File: src/rtl/keypad_pkg.sv
`default_nettype none
// ============================================================================
// Module      : keypad_pkg
// Description : Shared types, constants and key-code lookup for the scanner.
// Revision    : 1.0 - initial release
// ============================================================================
package keypad_pkg;

  localparam int NUM_ROWS = 4;
  localparam int NUM_COLS = 3;
  localparam int NUM_KEYS = NUM_ROWS * NUM_COLS;

  localparam logic [3:0] KEY_STAR = 4'd10;
  localparam logic [3:0] KEY_HASH = 4'd11;

  typedef enum logic [1:0] {
    IDLE     = 2'd0,
    DEBOUNCE = 2'd1,
    EMIT     = 2'd2,
    RELEASE  = 2'd3
  } state_t;

  typedef enum logic [1:0] {
    NONE   = 2'd0,
    SINGLE = 2'd1,
    MULTI  = 2'd2
  } scan_result_t;

  // Rows 0..2 hold digits 1..9 in reading order; row 3 is '*', '0', '#'.
  function automatic logic [3:0] key_code(input int row, input int col);
    logic [3:0] code;
    if (row == NUM_ROWS - 1) begin
      if (col == 0)      code = KEY_STAR;
      else if (col == 1) code = 4'd0;
      else               code = KEY_HASH;
    end else begin
      code = 4'(row * NUM_COLS + col + 1);
    end
    return code;
  endfunction

endpackage
`default_nettype wire

File: src/rtl/keypad_col_scan.sv
`default_nettype none
// ============================================================================
// Module      : keypad_col_scan
// Description : Column driver, row synchroniser and 12-bit key vector builder.
// Revision    : 1.0 - initial release
// ============================================================================
module keypad_col_scan
  import keypad_pkg::*;
#(
  parameter int SCAN_DIV = 4
) (
  input  logic                clock,
  input  logic                clearn,
  input  logic [NUM_ROWS-1:0] rows_n,
  output logic [NUM_COLS-1:0] cols_n,
  output logic                scan_end,
  output logic [NUM_KEYS-1:0] key_vec
);

  localparam int DIV_W = (SCAN_DIV > 1) ? $clog2(SCAN_DIV) : 1;
  localparam logic [DIV_W-1:0] c_div_last = DIV_W'(SCAN_DIV - 1);

  logic [DIV_W-1:0]    r_div;
  logic [1:0]          r_col;
  logic [NUM_COLS-1:0] r_cols_n;
  logic [NUM_ROWS-1:0] r_sync1;
  logic [NUM_ROWS-1:0] r_sync2;
  logic [NUM_KEYS-1:0] r_vec;
  logic [NUM_KEYS-1:0] w_vec;
  logic                w_sample;

  assign w_sample = (r_div == c_div_last);

  // The vector seen at scan end already includes the column being sampled.
  always_comb begin
    w_vec = r_vec;
    if (w_sample) begin
      for (int r = 0; r < NUM_ROWS; r++) begin
        for (int c = 0; c < NUM_COLS; c++) begin
          if (r_col == 2'(c)) begin
            w_vec[r*NUM_COLS + c] = ~r_sync2[r];
          end
        end
      end
    end
  end

  always_ff @(posedge clock or negedge clearn) begin
    if (!clearn) begin
      r_div    <= '0;
      r_col    <= 2'd0;
      r_cols_n <= 3'b110;
      r_sync1  <= '1;
      r_sync2  <= '1;
      r_vec    <= '0;
    end else begin
      r_sync1 <= rows_n;
      r_sync2 <= r_sync1;
      r_vec   <= w_vec;
      if (w_sample) begin
        r_div    <= '0;
        r_col    <= (r_col == 2'd2) ? 2'd0 : r_col + 2'd1;
        r_cols_n <= {r_cols_n[NUM_COLS-2:0], r_cols_n[NUM_COLS-1]};
      end else begin
        r_div <= r_div + DIV_W'(1);
      end
    end
  end

  assign cols_n   = r_cols_n;
  assign scan_end = w_sample && (r_col == 2'd2);
  assign key_vec  = w_vec;

endmodule
`default_nettype wire

File: src/rtl/keypad_scanner.sv
`default_nettype none
// ============================================================================
// Module      : keypad_scanner
// Description : Debounced 4x3 keypad scanner emitting digit/start/clear strobes.
// Revision    : 1.0 - initial release
// ============================================================================
module keypad_scanner
  import keypad_pkg::*;
#(
  parameter int SCAN_DIV       = 4,
  parameter int DEBOUNCE_SCANS = 3
) (
  input  logic       clock,
  input  logic       clearn,
  input  logic [3:0] rows_n,
  input  logic       enable,
  output logic [2:0] cols_n,
  output logic [3:0] digit,
  output logic       loadn,
  output logic       start_key_n,
  output logic       clear_key_n
);

  localparam int CNT_W = $clog2(DEBOUNCE_SCANS + 1);
  localparam logic [CNT_W-1:0] c_cnt_done = CNT_W'(DEBOUNCE_SCANS);

  logic                w_scan_end;
  logic [NUM_KEYS-1:0] w_key_vec;
  logic [3:0]          w_hits;
  logic [3:0]          w_code;
  scan_result_t        w_result;

  state_t              r_state;
  state_t              w_state_nx;
  logic [3:0]          r_code;
  logic [3:0]          w_code_nx;
  logic [CNT_W-1:0]    r_cnt;
  logic [CNT_W-1:0]    w_cnt_nx;
  logic [CNT_W-1:0]    w_cnt_inc;

  logic                w_emit_nx;
  logic                w_load_nx;
  logic [3:0]          r_digit;
  logic                r_loadn;
  logic                r_start_n;
  logic                r_clear_n;

  keypad_col_scan #(
    .SCAN_DIV (SCAN_DIV)
  ) u_col_scan (
    .clock    (clock),
    .clearn   (clearn),
    .rows_n   (rows_n),
    .cols_n   (cols_n),
    .scan_end (w_scan_end),
    .key_vec  (w_key_vec)
  );

  // Classify the completed scan; w_code is meaningful only for SINGLE.
  always_comb begin
    w_hits = '0;
    w_code = '0;
    for (int r = 0; r < NUM_ROWS; r++) begin
      for (int c = 0; c < NUM_COLS; c++) begin
        if (w_key_vec[r*NUM_COLS + c]) begin
          w_hits = w_hits + 4'd1;
          w_code = key_code(r, c);
        end
      end
    end
    if (w_hits == 4'd0)      w_result = NONE;
    else if (w_hits == 4'd1) w_result = SINGLE;
    else                     w_result = MULTI;
  end

  assign w_cnt_inc = r_cnt + CNT_W'(1);

  always_comb begin
    w_state_nx = r_state;
    w_code_nx  = r_code;
    w_cnt_nx   = r_cnt;
    case (r_state)
      IDLE: begin
        if (w_scan_end && (w_result == SINGLE)) begin
          w_code_nx = w_code;
          w_cnt_nx  = CNT_W'(1);
          if (DEBOUNCE_SCANS == 1) w_state_nx = EMIT;
          else                     w_state_nx = DEBOUNCE;
        end
      end
      DEBOUNCE: begin
        if (w_scan_end) begin
          if ((w_result == SINGLE) && (w_code == r_code)) begin
            w_cnt_nx = w_cnt_inc;
            if (w_cnt_inc == c_cnt_done) w_state_nx = EMIT;
          end else begin
            w_cnt_nx   = '0;
            w_state_nx = IDLE;
          end
        end
      end
      EMIT: begin
        w_cnt_nx   = '0;
        w_state_nx = RELEASE;
      end
      RELEASE: begin
        if (w_scan_end) begin
          if (w_result == NONE) begin
            w_cnt_nx = w_cnt_inc;
            if (w_cnt_inc == c_cnt_done) begin
              w_cnt_nx   = '0;
              w_state_nx = IDLE;
            end
          end else begin
            w_cnt_nx = '0;
          end
        end
      end
      default: begin
        w_cnt_nx   = '0;
        w_state_nx = IDLE;
      end
    endcase
  end

  // Strobes are registered on entry to EMIT so they are low exactly during it.
  assign w_emit_nx = (w_state_nx == EMIT);
  assign w_load_nx = w_emit_nx && (w_code_nx <= 4'd9) && !enable;

  always_ff @(posedge clock or negedge clearn) begin
    if (!clearn) begin
      r_state   <= IDLE;
      r_code    <= '0;
      r_cnt     <= '0;
      r_digit   <= '0;
      r_loadn   <= 1'b1;
      r_start_n <= 1'b1;
      r_clear_n <= 1'b1;
    end else begin
      r_state   <= w_state_nx;
      r_code    <= w_code_nx;
      r_cnt     <= w_cnt_nx;
      r_loadn   <= !w_load_nx;
      r_start_n <= !(w_emit_nx && (w_code_nx == KEY_STAR));
      r_clear_n <= !(w_emit_nx && (w_code_nx == KEY_HASH));
      if (w_load_nx) r_digit <= w_code_nx;
    end
  end

  assign digit       = r_digit;
  assign loadn       = r_loadn;
  assign start_key_n = r_start_n;
  assign clear_key_n = r_clear_n;

endmodule
`default_nettype wire

File: config.mk
export PLATFORM = sky130hd
export DESIGN_NAME = keypad_scanner
export DESIGN_NICKNAME = d
export VERILOG_FILES = /design/src/rtl/keypad_pkg.sv /design/src/rtl/keypad_col_scan.sv /design/src/rtl/keypad_scanner.sv
export SDC_FILE = /design/constraint.sdc
export NUM_CORES = 1
export LEC_CHECK = 0
export ABC_AREA = 1
export CAP_MARGIN = 10
export CELL_PAD_IN_SITES_DETAIL_PLACEMENT = 2
export CELL_PAD_IN_SITES_GLOBAL_PLACEMENT = 2
export CORE_MARGIN = 4
export CORE_UTILIZATION = 31
export CTS_CLUSTER_DIAMETER = 30
export DETAILED_ROUTE_END_ITERATION = 6
export DONT_BUFFER_PORTS = 1
export HOLD_SLACK_MARGIN = 0.08
export PLACE_DENSITY_LB_ADDON = 0.05
export SLEW_MARGIN = 20
export SYNTH_ARGS = -nofsm -noshare
export SYNTH_HDL_FRONTEND = slang
export SYNTH_SLANG_ARGS = --single-unit
export TNS_END_PERCENT = 1
File: constraint.sdc
create_clock -name clock -period 11.1 [get_ports clock]
set_clock_uncertainty 0.05 [all_clocks]
set_input_delay 2.775 -clock clock [delete_from_list [all_inputs] [get_ports clock]]
set_output_delay 2.775 -clock clock [all_outputs]
set_load 0.05 [all_outputs]
==> results.cfg <==
[yosys]
yosys_warnings = 0
synthFlopType = dfrtp_1
syn_avg_cell_area_sq_um = 7.35
yosysSeqAreaShare_pct = 35.8
synth_top_cell_area_share_pct = 24.3
ys_types = 35
syn-num-nets = 429
netlist_area_sq_um = 2980
postSynthCellCount = 406
synth_commonest_cells = nand2_1, inv_1, nand3_1
synth_async_sr_flop_share_pct = 100
yosysTopAreaCell = dfrtp_1
synth.most_common_cell = nand2_1
synthTopCellsByArea = dfrtp_1, nand2_1, dfstp_2
ys_ff_latch = 42
synth_edf_count = 0

[setup_path]
critPathArrivalTime_ns = 8.89
cp-end-kind = flip-flop
crit_family = simple AND/OR/NAND/NOR gates
critPathKind = flip-flop to flip-flop
worst_path_max_delay_cell = ha_1
cp_max_fo = 14
slowest_delay_ns = 0.54
cp-start-kind = flip-flop
cp_data_required_time_ns = 11.29
crit_top_cell = nand2_1
path_buf_inv = 5

[outcome]
outcome = completed

[sta]
slew_headroom_pct = 49.0
rsz0062_at_grt = false
period_share_pct = 78.4
tightestPinTransition_ns = 0.758
hold_viol = 0
holdWs_ns = 0.311
fmax_mhz = 115
tns_ns = 0
min_period_ns = 8.70
setup_viol = 0
drv_slew = 0

[clock_tree]
hold_buffers = 0
cts_tree = done
cts_resized = 0
worstSkewPairLatency_ns = 0.29
postCtsSetupBuffers = 0
htreeDepth = 2
path_clk_slew_ns = 0.08
cts_buffers = 5
clockRootBuffer = clkbuf_8
clockBufferDepth = 2
clkSinkCount = 42

[global_routing]
antenna_found_initial = 0
grt_max_degree = 43
grt_pass1_wl_microns = 13400
grt_pass1_vias = 2774
overflow = 0
grt.total_usage_pct = 14.4

[routing]
via_per_inst = 4.67
drt_iter0_drc = 59
routedWlPerCell_microns = 13.7
wirelength_microns = 7420
first_pass_iters = 4
ant_nets = 0
vias = 2532
drc_errors = 0

[pwr]
swShare_pct = 37.4
p_leak_nw = 1.76
power.density_nw_per_um2 = 144
vdd.ir_drop.worst_mv = 0.0926
p_int_mw = 0.293
p_switching_mw = 0.175
pwr-share-seq_pct = 37.7
p_clk_share_pct = 26.5
power.total_mw = 0.469
combPwrFrac_pct = 35.8

[layout]
area_growth_pct = 9.10
nNetsFinal = 435
drive_gt1_share_pct = 18.9
fin_area_sq_um = 3250
final_cell_count_no_fill = 542
antenna_cells = 0

[flow_run]
cap_violations = 0

[placed_design]
port-buffer-count = 0
dpl.cell_count = 534
postPlaceCellArea_sq_um = 3140
dp_hpwl_microns = 6160
gp_congestion = 0.777

[floorplan]
dieWidth_microns = 106
num_io_pins = 17
num_rows = 35
start_util_pct = 32.1
core_area_sq_um = 9280
die_area_sq_um = 11300
die_h_microns = 106

[min_path]
worstHoldPathType = flip-flop to flip-flop
[power by group through the flow]
stage	Clock (mW)	Sequential, mW	Combinational (mW)
after floorplan	0	0.176	0.134
after global placement	0	0.178	0.164
after detailed placement	0	0.179	0.171
after CTS	0.129	0.177	0.173
after global routing	0.139	0.179	0.199
final	0.124	0.176	0.168
[layout by cell type, fill, tap and decap left out, types with 3 or more instances in the layout]
master      n
o21ai_1     3
nand2_4     4
o21ai_0    16
ha_1       16
nand2_1   104
inv_1      70
dfrtp_1    29
nand2_2    17
clkbuf_8    5
dfstp_2    13
nand3_1    50
nand4_1     5
nand3_2     9
inv_2       6
o21ai_2     6
nor2_1     22
or2_2       7
a21oi_1     5
xor2_1      3
[worst register-to-register path: cells and delay by family (launching register included)]
family	cells	cell delay [ns]
and+or+nand+nor	26	3.58
adders and majority gates	11	3.26
AOI/OAI and AO/OA	5	1.06
DFF	1	0.37
buffers and inverters	5	0.32
[layer usage]
layer  global-route usage [%]  up-vias  share of wire, %
li1                         -     1290                 -
met1                     18.5     1216                47
met2                     25.5       19                50
met3                     2.73        7               2.9
met4                     2.50        0              0.77
met5                        0        -                 0
[layout make-up]
type	count	area, sq um
Fill cell	1141	6030
Multi-Input combinational cell	287	1620
Sequential cell	42	1070
Inverter	76	285
Tap cell	129	161
Clock buffer	5	68.8
Clock inverter	3	48.8
[flip-flops by register name (all words and copies together) (netlist names), 2 cells and up]
| register | flops |
|---|---|
| digit | 4 |
| r_cnt | 2 |
| r_code | 4 |
| r_state | 2 |
| u_col_scan.cols_n | 3 |
| u_col_scan.r_col | 2 |
| u_col_scan.r_div | 2 |
| u_col_scan.r_sync1 | 4 |
| u_col_scan.r_sync2 | 4 |
| u_col_scan.r_vec | 12 |
[stage by stage]
stage / setup slack, ns / utilization (%)
2_1_floorplan: 3.58 / -
3_3_place_gp: 2.70 / 33.8
3_5_place_dp: 2.40 / 33.8
4_1_cts: 2.30 / 35.1
5_1_grt: 1.54 / 35.1
6_report: 2.40 / 35.1
[cell families after synthesis]
kind of cell | synth area share [%]
and+or+nand+nor | 37.8
xor gates and xnor gates | 1.17
AOI/OAI and AO/OA | 8.31
adders and majority gates | 6.71
buffers and inverters | 9.82
DFF | 35.8
muxes | 0.377
[final timing paths]
path	cells past startpoint	startpoint	slack (ns)	end
max	47	u_col_scan.r_div[0]$_DFF_PN0_	2.40	digit[1]$_DFFE_PN0P_
min in group asynchronous	0	clearn	2.11	u_col_scan.cols_n[0]$_DFFE_PN0N_
min reg2reg	0	u_col_scan.r_sync1[1]$_DFF_PN1_	0.31	u_col_scan.r_sync2[1]$_DFF_PN1_
min	0	u_col_scan.r_sync1[1]$_DFF_PN1_	0.31	u_col_scan.r_sync2[1]$_DFF_PN1_
max reg2reg	47	u_col_scan.r_div[0]$_DFF_PN0_	2.40	digit[1]$_DFFE_PN0P_
max in group asynchronous	0	clearn	8.71	u_col_scan.r_sync2[2]$_DFF_PN1_
(Power assumes the default switching activity.)
